--- src/rtl/md_pkg.sv ---
// Shared types and word-layout constants for the market data packer and parser.
package md_pkg;

    localparam logic [7:0] MD_SYNC_BYTE = 8'hA5;
    localparam logic [7:0] PAYLOAD_LEN  = 8'd2;

    // Bit positions inside the 32-bit message words (parser uses the same layout)
    localparam int HDR_SYNC_LSB = 24;
    localparam int HDR_SEQ_LSB  = 16;
    localparam int HDR_SIDE_BIT = 15;
    localparam int HDR_LEN_LSB  = 0;
    localparam int SYM_LSB      = 16;
    localparam int PRICE_LSB    = 0;
    localparam int QTY_LSB      = 16;
    localparam int TAIL_LSB     = 0;

    typedef enum logic [1:0] {
        IDLE,
        HDR,
        BODY,
        TAIL
    } md_state_t;

    typedef enum logic [2:0] {
        LOAD_NONE,
        LOAD_W0,
        LOAD_W1,
        LOAD_W2,
        LOAD_CLEAR
    } md_load_t;

    typedef struct packed {
        logic [15:0] symbol;
        logic [15:0] price;
        logic [15:0] qty;
        logic        side;
    } quote_t;

    localparam int QUOTE_W = $bits(quote_t);

    function automatic logic [31:0] build_hdr(input logic [7:0] sync_byte,
                                              input logic [7:0] seq,
                                              input logic       side);
        logic [31:0] w;
        w = '0;
        w[HDR_SYNC_LSB +: 8] = sync_byte;
        w[HDR_SEQ_LSB +: 8]  = seq;
        w[HDR_SIDE_BIT]      = side;
        w[HDR_LEN_LSB +: 8]  = PAYLOAD_LEN;
        return w;
    endfunction

    function automatic logic [31:0] build_body(input logic [15:0] symbol,
                                               input logic [15:0] price);
        logic [31:0] w;
        w = '0;
        w[SYM_LSB +: 16]   = symbol;
        w[PRICE_LSB +: 16] = price;
        return w;
    endfunction

    function automatic logic [31:0] build_tail(input logic [15:0] qty,
                                               input logic [15:0] tail16);
        logic [31:0] w;
        w = '0;
        w[QTY_LSB +: 16]  = qty;
        w[TAIL_LSB +: 16] = tail16;
        return w;
    endfunction

endpackage

--- src/rtl/md_quote_fifo.sv ---
// First-word-fall-through quote buffer; head_data is valid whenever empty is low.
module md_quote_fifo #(
    parameter int DEPTH = 4,
    parameter int WIDTH = 49
) (
    input  logic             clk,
    input  logic             reset,
    input  logic             push,
    input  logic [WIDTH-1:0] push_data,
    input  logic             pop,
    output logic [WIDTH-1:0] head_data,
    output logic             full,
    output logic             empty
);

    localparam int AW = $clog2(DEPTH);

    logic [WIDTH-1:0] mem [DEPTH];
    logic [AW-1:0]    wr_ptr_reg;
    logic [AW-1:0]    rd_ptr_reg;
    logic [AW:0]      count_reg;
    logic [AW:0]      count_next;
    logic             push_ok;
    logic             pop_ok;
    logic [DEPTH-1:0] wr_en;

    assign full    = (count_reg == (AW+1)'(DEPTH));
    assign empty   = (count_reg == '0);
    assign push_ok = push && !full;
    assign pop_ok  = pop && !empty;

    genvar gi;
    generate
        for (gi = 0; gi < DEPTH; gi++) begin : g_wr_en
            assign wr_en[gi] = push_ok && (wr_ptr_reg == AW'(gi));
        end
    endgenerate

    always_ff @(posedge clk) begin
        for (int i = 0; i < DEPTH; i++) begin
            if (wr_en[i]) begin
                mem[i] <= push_data;
            end
        end
    end

    assign head_data = mem[rd_ptr_reg];

    // Fullness is judged on the registered count, so a pop never frees room for a same-cycle push
    always_comb begin
        count_next = count_reg;
        case ({push_ok, pop_ok})
            2'b10:   count_next = count_reg + (AW+1)'(1);
            2'b01:   count_next = count_reg - (AW+1)'(1);
            default: count_next = count_reg;
        endcase
    end

    always_ff @(posedge clk) begin
        if (reset) begin
            wr_ptr_reg <= '0;
            rd_ptr_reg <= '0;
            count_reg  <= '0;
        end else begin
            if (push_ok) begin
                wr_ptr_reg <= wr_ptr_reg + AW'(1);
            end
            if (pop_ok) begin
                rd_ptr_reg <= rd_ptr_reg + AW'(1);
            end
            count_reg <= count_next;
        end
    end

endmodule

--- src/rtl/market_data_packer.sv ---
// Serialises buffered quotes into 3-word framed messages on a valid/ready stream.
// Define MD_CKSUM_EN to replace the zero tail of word 2 with an XOR checksum.
module market_data_packer
    import md_pkg::*;
#(
    parameter int         FIFO_DEPTH = 4,
    parameter logic [7:0] SYNC_BYTE  = MD_SYNC_BYTE
) (
    input  logic        clk,
    input  logic        reset,
    input  logic        quote_valid,
    output logic        quote_ready,
    input  logic [15:0] symbol,
    input  logic [15:0] price,
    input  logic [15:0] qty,
    input  logic        side,
    output logic [31:0] data_out,
    output logic        data_valid,
    input  logic        data_ready,
    output logic        data_last,
    output logic [15:0] msgs_sent
);

    md_state_t   state_reg;
    md_state_t   state_next;
    md_load_t    load_sel;
    logic        fifo_pop;
    logic        fifo_push;
    logic        fifo_full;
    logic        fifo_empty;
    logic        msg_done;
    logic        xfer;
    quote_t      quote_in;
    quote_t      fifo_head;

    logic [31:0] data_out_reg;
    logic        data_valid_reg;
    logic        data_last_reg;
    logic [7:0]  seq_reg;
    logic [15:0] msgs_sent_reg;
    logic [15:0] symbol_reg;
    logic [15:0] price_reg;
    logic [15:0] qty_reg;
    logic [7:0]  seq_hdr;
    logic [31:0] hdr_word;
    logic [15:0] tail_word;

    assign quote_in  = '{symbol: symbol, price: price, qty: qty, side: side};
    assign fifo_push = quote_valid && !fifo_full;
    assign xfer      = data_valid_reg && data_ready;

    md_quote_fifo #(
        .DEPTH (FIFO_DEPTH),
        .WIDTH (QUOTE_W)
    ) u_fifo (
        .clk       (clk),
        .reset     (reset),
        .push      (fifo_push),
        .push_data (quote_in),
        .pop       (fifo_pop),
        .head_data (fifo_head),
        .full      (fifo_full),
        .empty     (fifo_empty)
    );

    always_ff @(posedge clk) begin
        if (reset) begin
            state_reg <= IDLE;
        end else begin
            state_reg <= state_next;
        end
    end

    always_comb begin
        state_next = state_reg;
        case (state_reg)
            IDLE: if (!fifo_empty) state_next = HDR;
            HDR:  if (xfer) state_next = BODY;
            BODY: if (xfer) state_next = TAIL;
            TAIL: if (xfer) state_next = fifo_empty ? IDLE : HDR;
            default: state_next = IDLE;
        endcase
    end

    always_comb begin
        fifo_pop = 1'b0;
        load_sel = LOAD_NONE;
        msg_done = 1'b0;
        case (state_reg)
            IDLE: begin
                if (!fifo_empty) begin
                    fifo_pop = 1'b1;
                    load_sel = LOAD_W0;
                end
            end
            HDR:  if (xfer) load_sel = LOAD_W1;
            BODY: if (xfer) load_sel = LOAD_W2;
            TAIL: begin
                if (xfer) begin
                    msg_done = 1'b1;
                    if (!fifo_empty) begin
                        fifo_pop = 1'b1;
                        load_sel = LOAD_W0;
                    end else begin
                        load_sel = LOAD_CLEAR;
                    end
                end
            end
            default: ;
        endcase
    end

    // A header loaded back-to-back from TAIL must carry the already-incremented sequence
    assign seq_hdr  = msg_done ? seq_reg + 8'd1 : seq_reg;
    assign hdr_word = build_hdr(SYNC_BYTE, seq_hdr, fifo_head.side);

`ifdef MD_CKSUM_EN
    logic [15:0] tail_reg;
    logic [15:0] tail_calc;

    assign tail_calc = hdr_word[31:16] ^ hdr_word[15:0] ^ fifo_head.symbol
                     ^ fifo_head.price ^ fifo_head.qty;

    always_ff @(posedge clk) begin
        if (reset) begin
            tail_reg <= '0;
        end else if (load_sel == LOAD_W0) begin
            tail_reg <= tail_calc;
        end
    end

    assign tail_word = tail_reg;
`else
    assign tail_word = 16'h0000;
`endif

    always_ff @(posedge clk) begin
        if (reset) begin
            data_out_reg   <= '0;
            data_valid_reg <= 1'b0;
            data_last_reg  <= 1'b0;
            seq_reg        <= '0;
            msgs_sent_reg  <= '0;
            symbol_reg     <= '0;
            price_reg      <= '0;
            qty_reg        <= '0;
        end else begin
            if (msg_done) begin
                seq_reg       <= seq_reg + 8'd1;
                msgs_sent_reg <= msgs_sent_reg + 16'd1;
            end
            case (load_sel)
                LOAD_W0: begin
                    data_out_reg   <= hdr_word;
                    data_valid_reg <= 1'b1;
                    data_last_reg  <= 1'b0;
                    symbol_reg     <= fifo_head.symbol;
                    price_reg      <= fifo_head.price;
                    qty_reg        <= fifo_head.qty;
                end
                LOAD_W1: begin
                    data_out_reg <= build_body(symbol_reg, price_reg);
                end
                LOAD_W2: begin
                    data_out_reg  <= build_tail(qty_reg, tail_word);
                    data_last_reg <= 1'b1;
                end
                LOAD_CLEAR: begin
                    data_valid_reg <= 1'b0;
                    data_last_reg  <= 1'b0;
                end
                default: ;
            endcase
        end
    end

    assign quote_ready = !fifo_full;
    assign data_out    = data_out_reg;
    assign data_valid  = data_valid_reg;
    assign data_last   = data_last_reg;
    assign msgs_sent   = msgs_sent_reg;

endmodule

--- config.mk ---
export PLATFORM = sky130hd
export DESIGN_NAME = market_data_packer
export DESIGN_NICKNAME = d
export VERILOG_FILES = /design/src/rtl/md_pkg.sv /design/src/rtl/md_quote_fifo.sv /design/src/rtl/market_data_packer.sv
export SDC_FILE = /design/constraint.sdc
export NUM_CORES = 1
export LEC_CHECK = 0
export ABC_AREA = 1
export BUFFER_PORTS_ARGS = -buffer_cell sky130_fd_sc_hd__buf_2
export CAP_MARGIN = 20
export CORE_MARGIN = 10
export CORE_UTILIZATION = 30
export CTS_CLUSTER_SIZE = 20
export DETAILED_ROUTE_END_ITERATION = 10
export SLEW_MARGIN = 20
export SYNTH_ARGS = -nofsm -noshare
export SYNTH_HDL_FRONTEND = slang
export SYNTH_SLANG_ARGS = --single-unit
--- constraint.sdc ---
create_clock -name clk -period 4.25 [get_ports clk]
set_input_delay 0.2125 -clock clk [delete_from_list [all_inputs] [get_ports clk]]
set_output_delay 0.2125 -clock clk [all_outputs]
set_load 0.01 [all_outputs]
==> results.rst <==
.. list-table::
   :header-rows: 1

   * - Metric
     - Value
   * - Result of the run
     - finished clean
   * - WHS
     - 0.2183 ns
   * - Required time of the critical path
     - 4.64 ns
   * - Clock Root Buffer
     - sky130_fd_sc_hd__clkbuf_16
   * - Critical Path Start Type
     - flop
   * - Buffers inserted during post-CTS setup optimization
     - 0
   * - Number of synthesized flops with an enable pin
     - 196
   * - Areal power density over the cells
     - 610.1 nW/um2
   * - Wirelength, routed
     - 30.41 mm
   * - Hold path cells
     - 5
   * - Total gr overflow
     - 0
   * - Path category of the worst min-delay check
     - primary input to flop
   * - Part of the Yosys area used for sequential elements
     - 66.85%
   * - Via count of the first global-routing pass
     - 8314
   * - Number of antenna violations at the first check in global routing
     - 7
   * - Maximum number of pins on one net before global-route repair
     - 99
   * - Area growth syn-to-layout
     - 20.94%
   * - Highest clock frequency the design can meet
     - 371.2 MHz
   * - Startpoint of the most critical register-to-register path
     - state_reg[0]
   * - Post-synthesis async set-or-reset flop share
     - 0%
   * - Leakage Power
     - 5.565 nW
   * - R2R depth
     - 12
   * - Number of warnings reported in the yosys synthesis log
     - 0
   * - Area enclosed by the die boundary
     - 49530 um2
   * - Biggest area consumer among synthesized cells
     - sky130_fd_sc_hd__edfxtp_1
   * - Layout net count
     - 1418
   * - Initial Utilization
     - 30.21%
   * - Worst R2R End
     - u_fifo.count_reg[2]
   * - Routed length per instance
     - 15.91 um
   * - Detailed Routing Iterations Pass 1
     - 5
   * - Sum of negative setup slack
     - 0 ns
   * - Unrepaired setup endpoints after global routing
     - no
   * - Commonest register cell after synthesis
     - sky130_fd_sc_hd__edfxtp_1
   * - Share of the clock period used by the worst path after layout
     - 63.39%
   * - Clock-pin slew of the registers on the worst-case setup and hold paths
     - 0.06 ns
   * - Wire length of the first global-routing pass
     - 47.92 mm
   * - Number of max-slew violations in the final report
     - 0
   * - Worst hold path startpoint
     - data_ready
   * - Max cap viols
     - 0
   * - IO Count
     - 104
   * - Final hold violation count
     - 0
   * - Remaining antenna violation count after routing
     - 0
   * - Final setup violation count
     - 0
   * - Maximum net fanout on the critical path
     - 22
   * - FP Rows
     - 74
   * - Proportion of layout cells with a drive suffix above 1
     - 13.29%
   * - Worst max-slew margin expressed relative to the limit
     - 28.21%
   * - Inserted Clock Buffers
     - 34
   * - Minimum setup slack among reg-to-reg paths
     - 1.56 ns
   * - Via count
     - 8801
   * - Synthesized area per cell
     - 10.12 um2
   * - Top cell types by occurrence after synthesis
     - sky130_fd_sc_hd__nor2_1 (296), sky130_fd_sc_hd__o21ai_0 (211), sky130_fd_sc_hd__edfxtp_1 (196)
   * - Number of distinct library cells after synthesis
     - 32
   * - Data arrival time of the critical path
     - 3.08 ns
   * - Worst setup EP type
     - flop
   * - CTS tree
     - yes
   * - Overall die width
     - 222.6 um
   * - Number of register bits inferred by synthesis
     - 313
   * - Worst Max-Slew Pin Slew
     - 1.077 ns
   * - Setup Crit Path Kind
     - flop to flop
   * - Clock sink total
     - 313
   * - Core ar.
     - 40740 um2
   * - HPWL after DPL
     - 19.17 mm
   * - Placer congestion estimate
     - 0.8139
   * - Clock Latency Late Sink
     - 0.52 ns
   * - Maximum clock insertion buffer count
     - 3
   * - Post-synthesis cell area
     - 12310 um2
   * - Count of routing violations after the opening detailed-route iteration
     - 825
   * - Input/output buffers
     - 103
   * - GRT Resource Usage Total
     - 11.97%
   * - Gate count of the mapped netlist
     - 1216
   * - Post-synth net total
     - 1282
   * - Share of the synthesized area in the top cell type
     - 47.82%
   * - Vertical die dimension
     - 222.6 um
   * - Most used standard cell by instance count after synthesis
     - sky130_fd_sc_hd__nor2_1
   * - Tmin final
     - 2.694 ns
   * - Number of flip-flops in the largest register
     - 196
   * - DRC violations left
     - 0
   * - Via count normalized by instance count
     - 4.605
   * - Clock H-tree levels
     - 2
   * - Worst vdd rail ir drop
     - 0.3157 mV
   * - Cell types with the largest area share after synthesis
     - sky130_fd_sc_hd__edfxtp_1 (48%), sky130_fd_sc_hd__dfxtp_1 (19%), sky130_fd_sc_hd__nor2_1 (9.0%), sky130_fd_sc_hd__o21ai_0 (8.6%), sky130_fd_sc_hd__nand2_1 (4.0%)
   * - Worst Hold Endpoint
     - state_reg[0]
   * - Post-route clock skew
     - 0.02253 ns
## kinds of logic after synthesis
| logic type | count (synthesis) | synth area share (%) |
|---|---|---|
| AO/OA/AOI/OAI | 282 | 11.55 |
| XOR/XNOR | 6 | 0.4270 |
| adder cells (fa/ha/maj) | 13 | 1.383 |
| buffers and inverters | 122 | 4.280 |
| flip-flops | 313 | 66.85 |
| AND/OR/NAND/NOR | 480 | 15.51 |
## critical path, cell delays in order, from the launching register on
cell,delay (ns)
sky130_fd_sc_hd__dfxtp_1,0.40
sky130_fd_sc_hd__ha_1,0.21
sky130_fd_sc_hd__nand3_1,0.08
sky130_fd_sc_hd__buf_4,0.22
sky130_fd_sc_hd__nand2_1,0.07
sky130_fd_sc_hd__nor3b_1,0.44
sky130_fd_sc_hd__ha_1,0.23
sky130_fd_sc_hd__inv_1,0.07
sky130_fd_sc_hd__fa_1,0.38
sky130_fd_sc_hd__a21oi_1,0.14
sky130_fd_sc_hd__o21ai_0,0.11
sky130_fd_sc_hd__o21ai_0,0.16
sky130_fd_sc_hd__a21oi_1,0.05
## per-layer routing
| layer | vias to the layer above | track usage (%) | routed length [um] | part of all wire, % |
|---|---|---|---|---|
| li1 | 4388 | - | - | - |
| met1 | 4188 | 16.43 | 14490 | 48 |
| met2 | 173 | 18.37 | 13490 | 44 |
| met3 | 42 | 3.085 | 1792 | 5.9 |
| met4 | 10 | 2.986 | 568 | 1.9 |
| met5 | - | 0 | 61 | 0.20 |
## worst max-delay path by stage
stage	start	endpoint	slack, ns	cells after the start
global route	state_reg[0]	u_fifo.count_reg[2]	1.26	12
detailed placement	state_reg[0]	u_fifo.count_reg[2]	1.57	12
finish	state_reg[0]	u_fifo.count_reg[2]	1.56	12
global placement	state_reg[0]	u_fifo.count_reg[2]	1.61	12
CTS	state_reg[0]	u_fifo.count_reg[2]	1.54	12
floorplan	u_fifo.count_reg[1]	u_fifo.mem[0][0]	0.98	4
## report_power, final
part | switching, W | internal [W] | total (W)
Sequential | 0.000276 | 0.00377 | 0.00404
Clock | 0.00115 | 0.00162 | 0.00278
Combinational | 0.00160 | 0.000660 | 0.00226
Total | 0.00303 | 0.00605 | 0.00908
## final cells by class
class	instances	area [um2]
flip-flops and latches	313	8230
clock buffers	47	939.7
repair buffers	164	1121
multi-input cells	781	3583
fillers	4042	25850
diodes	2	5.005
clock inverters	14	122.6
well taps	532	665.6
inverters	58	217.7
## placed cells by master, fill, tap and decap left out, types with 4 or more instances in the layout
cell type,count
sky130_fd_sc_hd__dlygate4sd3_1,49
sky130_fd_sc_hd__clkinv_1,5
sky130_fd_sc_hd__nor3_1,7
sky130_fd_sc_hd__dfxtp_1,115
sky130_fd_sc_hd__nand4_1,5
sky130_fd_sc_hd__o21ai_0,211
sky130_fd_sc_hd__buf_4,10
sky130_fd_sc_hd__nand3_1,29
sky130_fd_sc_hd__a21oi_1,44
sky130_fd_sc_hd__nor2_1,292
sky130_fd_sc_hd__nand2_1,132
sky130_fd_sc_hd__o21ai_1,21
sky130_fd_sc_hd__o22ai_1,4
sky130_fd_sc_hd__ha_1,12
sky130_fd_sc_hd__buf_2,103
sky130_fd_sc_hd__clkbuf_8,4
sky130_fd_sc_hd__edfxtp_1,196
sky130_fd_sc_hd__nor2_4,6
sky130_fd_sc_hd__inv_1,51
sky130_fd_sc_hd__clkbuf_16,34
sky130_fd_sc_hd__inv_2,6
sky130_fd_sc_hd__clkbuf_1,9
## per-stage QoR
| stage | utilization (%) | area, um2 | std cells | setup slack [ns] | power [W] |
|---|---|---|---|---|---|
| final | 36.54 | 14890 | 1911 | 1.556 | 0.009081 |
| after global routing | 36.53 | 14880 | 1909 | 1.260 | 0.009701 |
| after CTS | 36.53 | 14880 | 1909 | 1.544 | 0.009197 |
| after detailed placement | 32.71 | 13330 | 1799 | 1.568 | 0.006360 |
| after global placement | 32.71 | 13330 | 1799 | 1.611 | 0.006323 |
| after floorplan | - | 12310 | 1216 | 0.9775 | 0.005617 |
## what timing repair did
action                    4_1_cts  5_1_grt
hold buffers                   49        0
resized for setup               0        0
hold endpoints to repair      196        0
(Power assumes the default switching activity.)
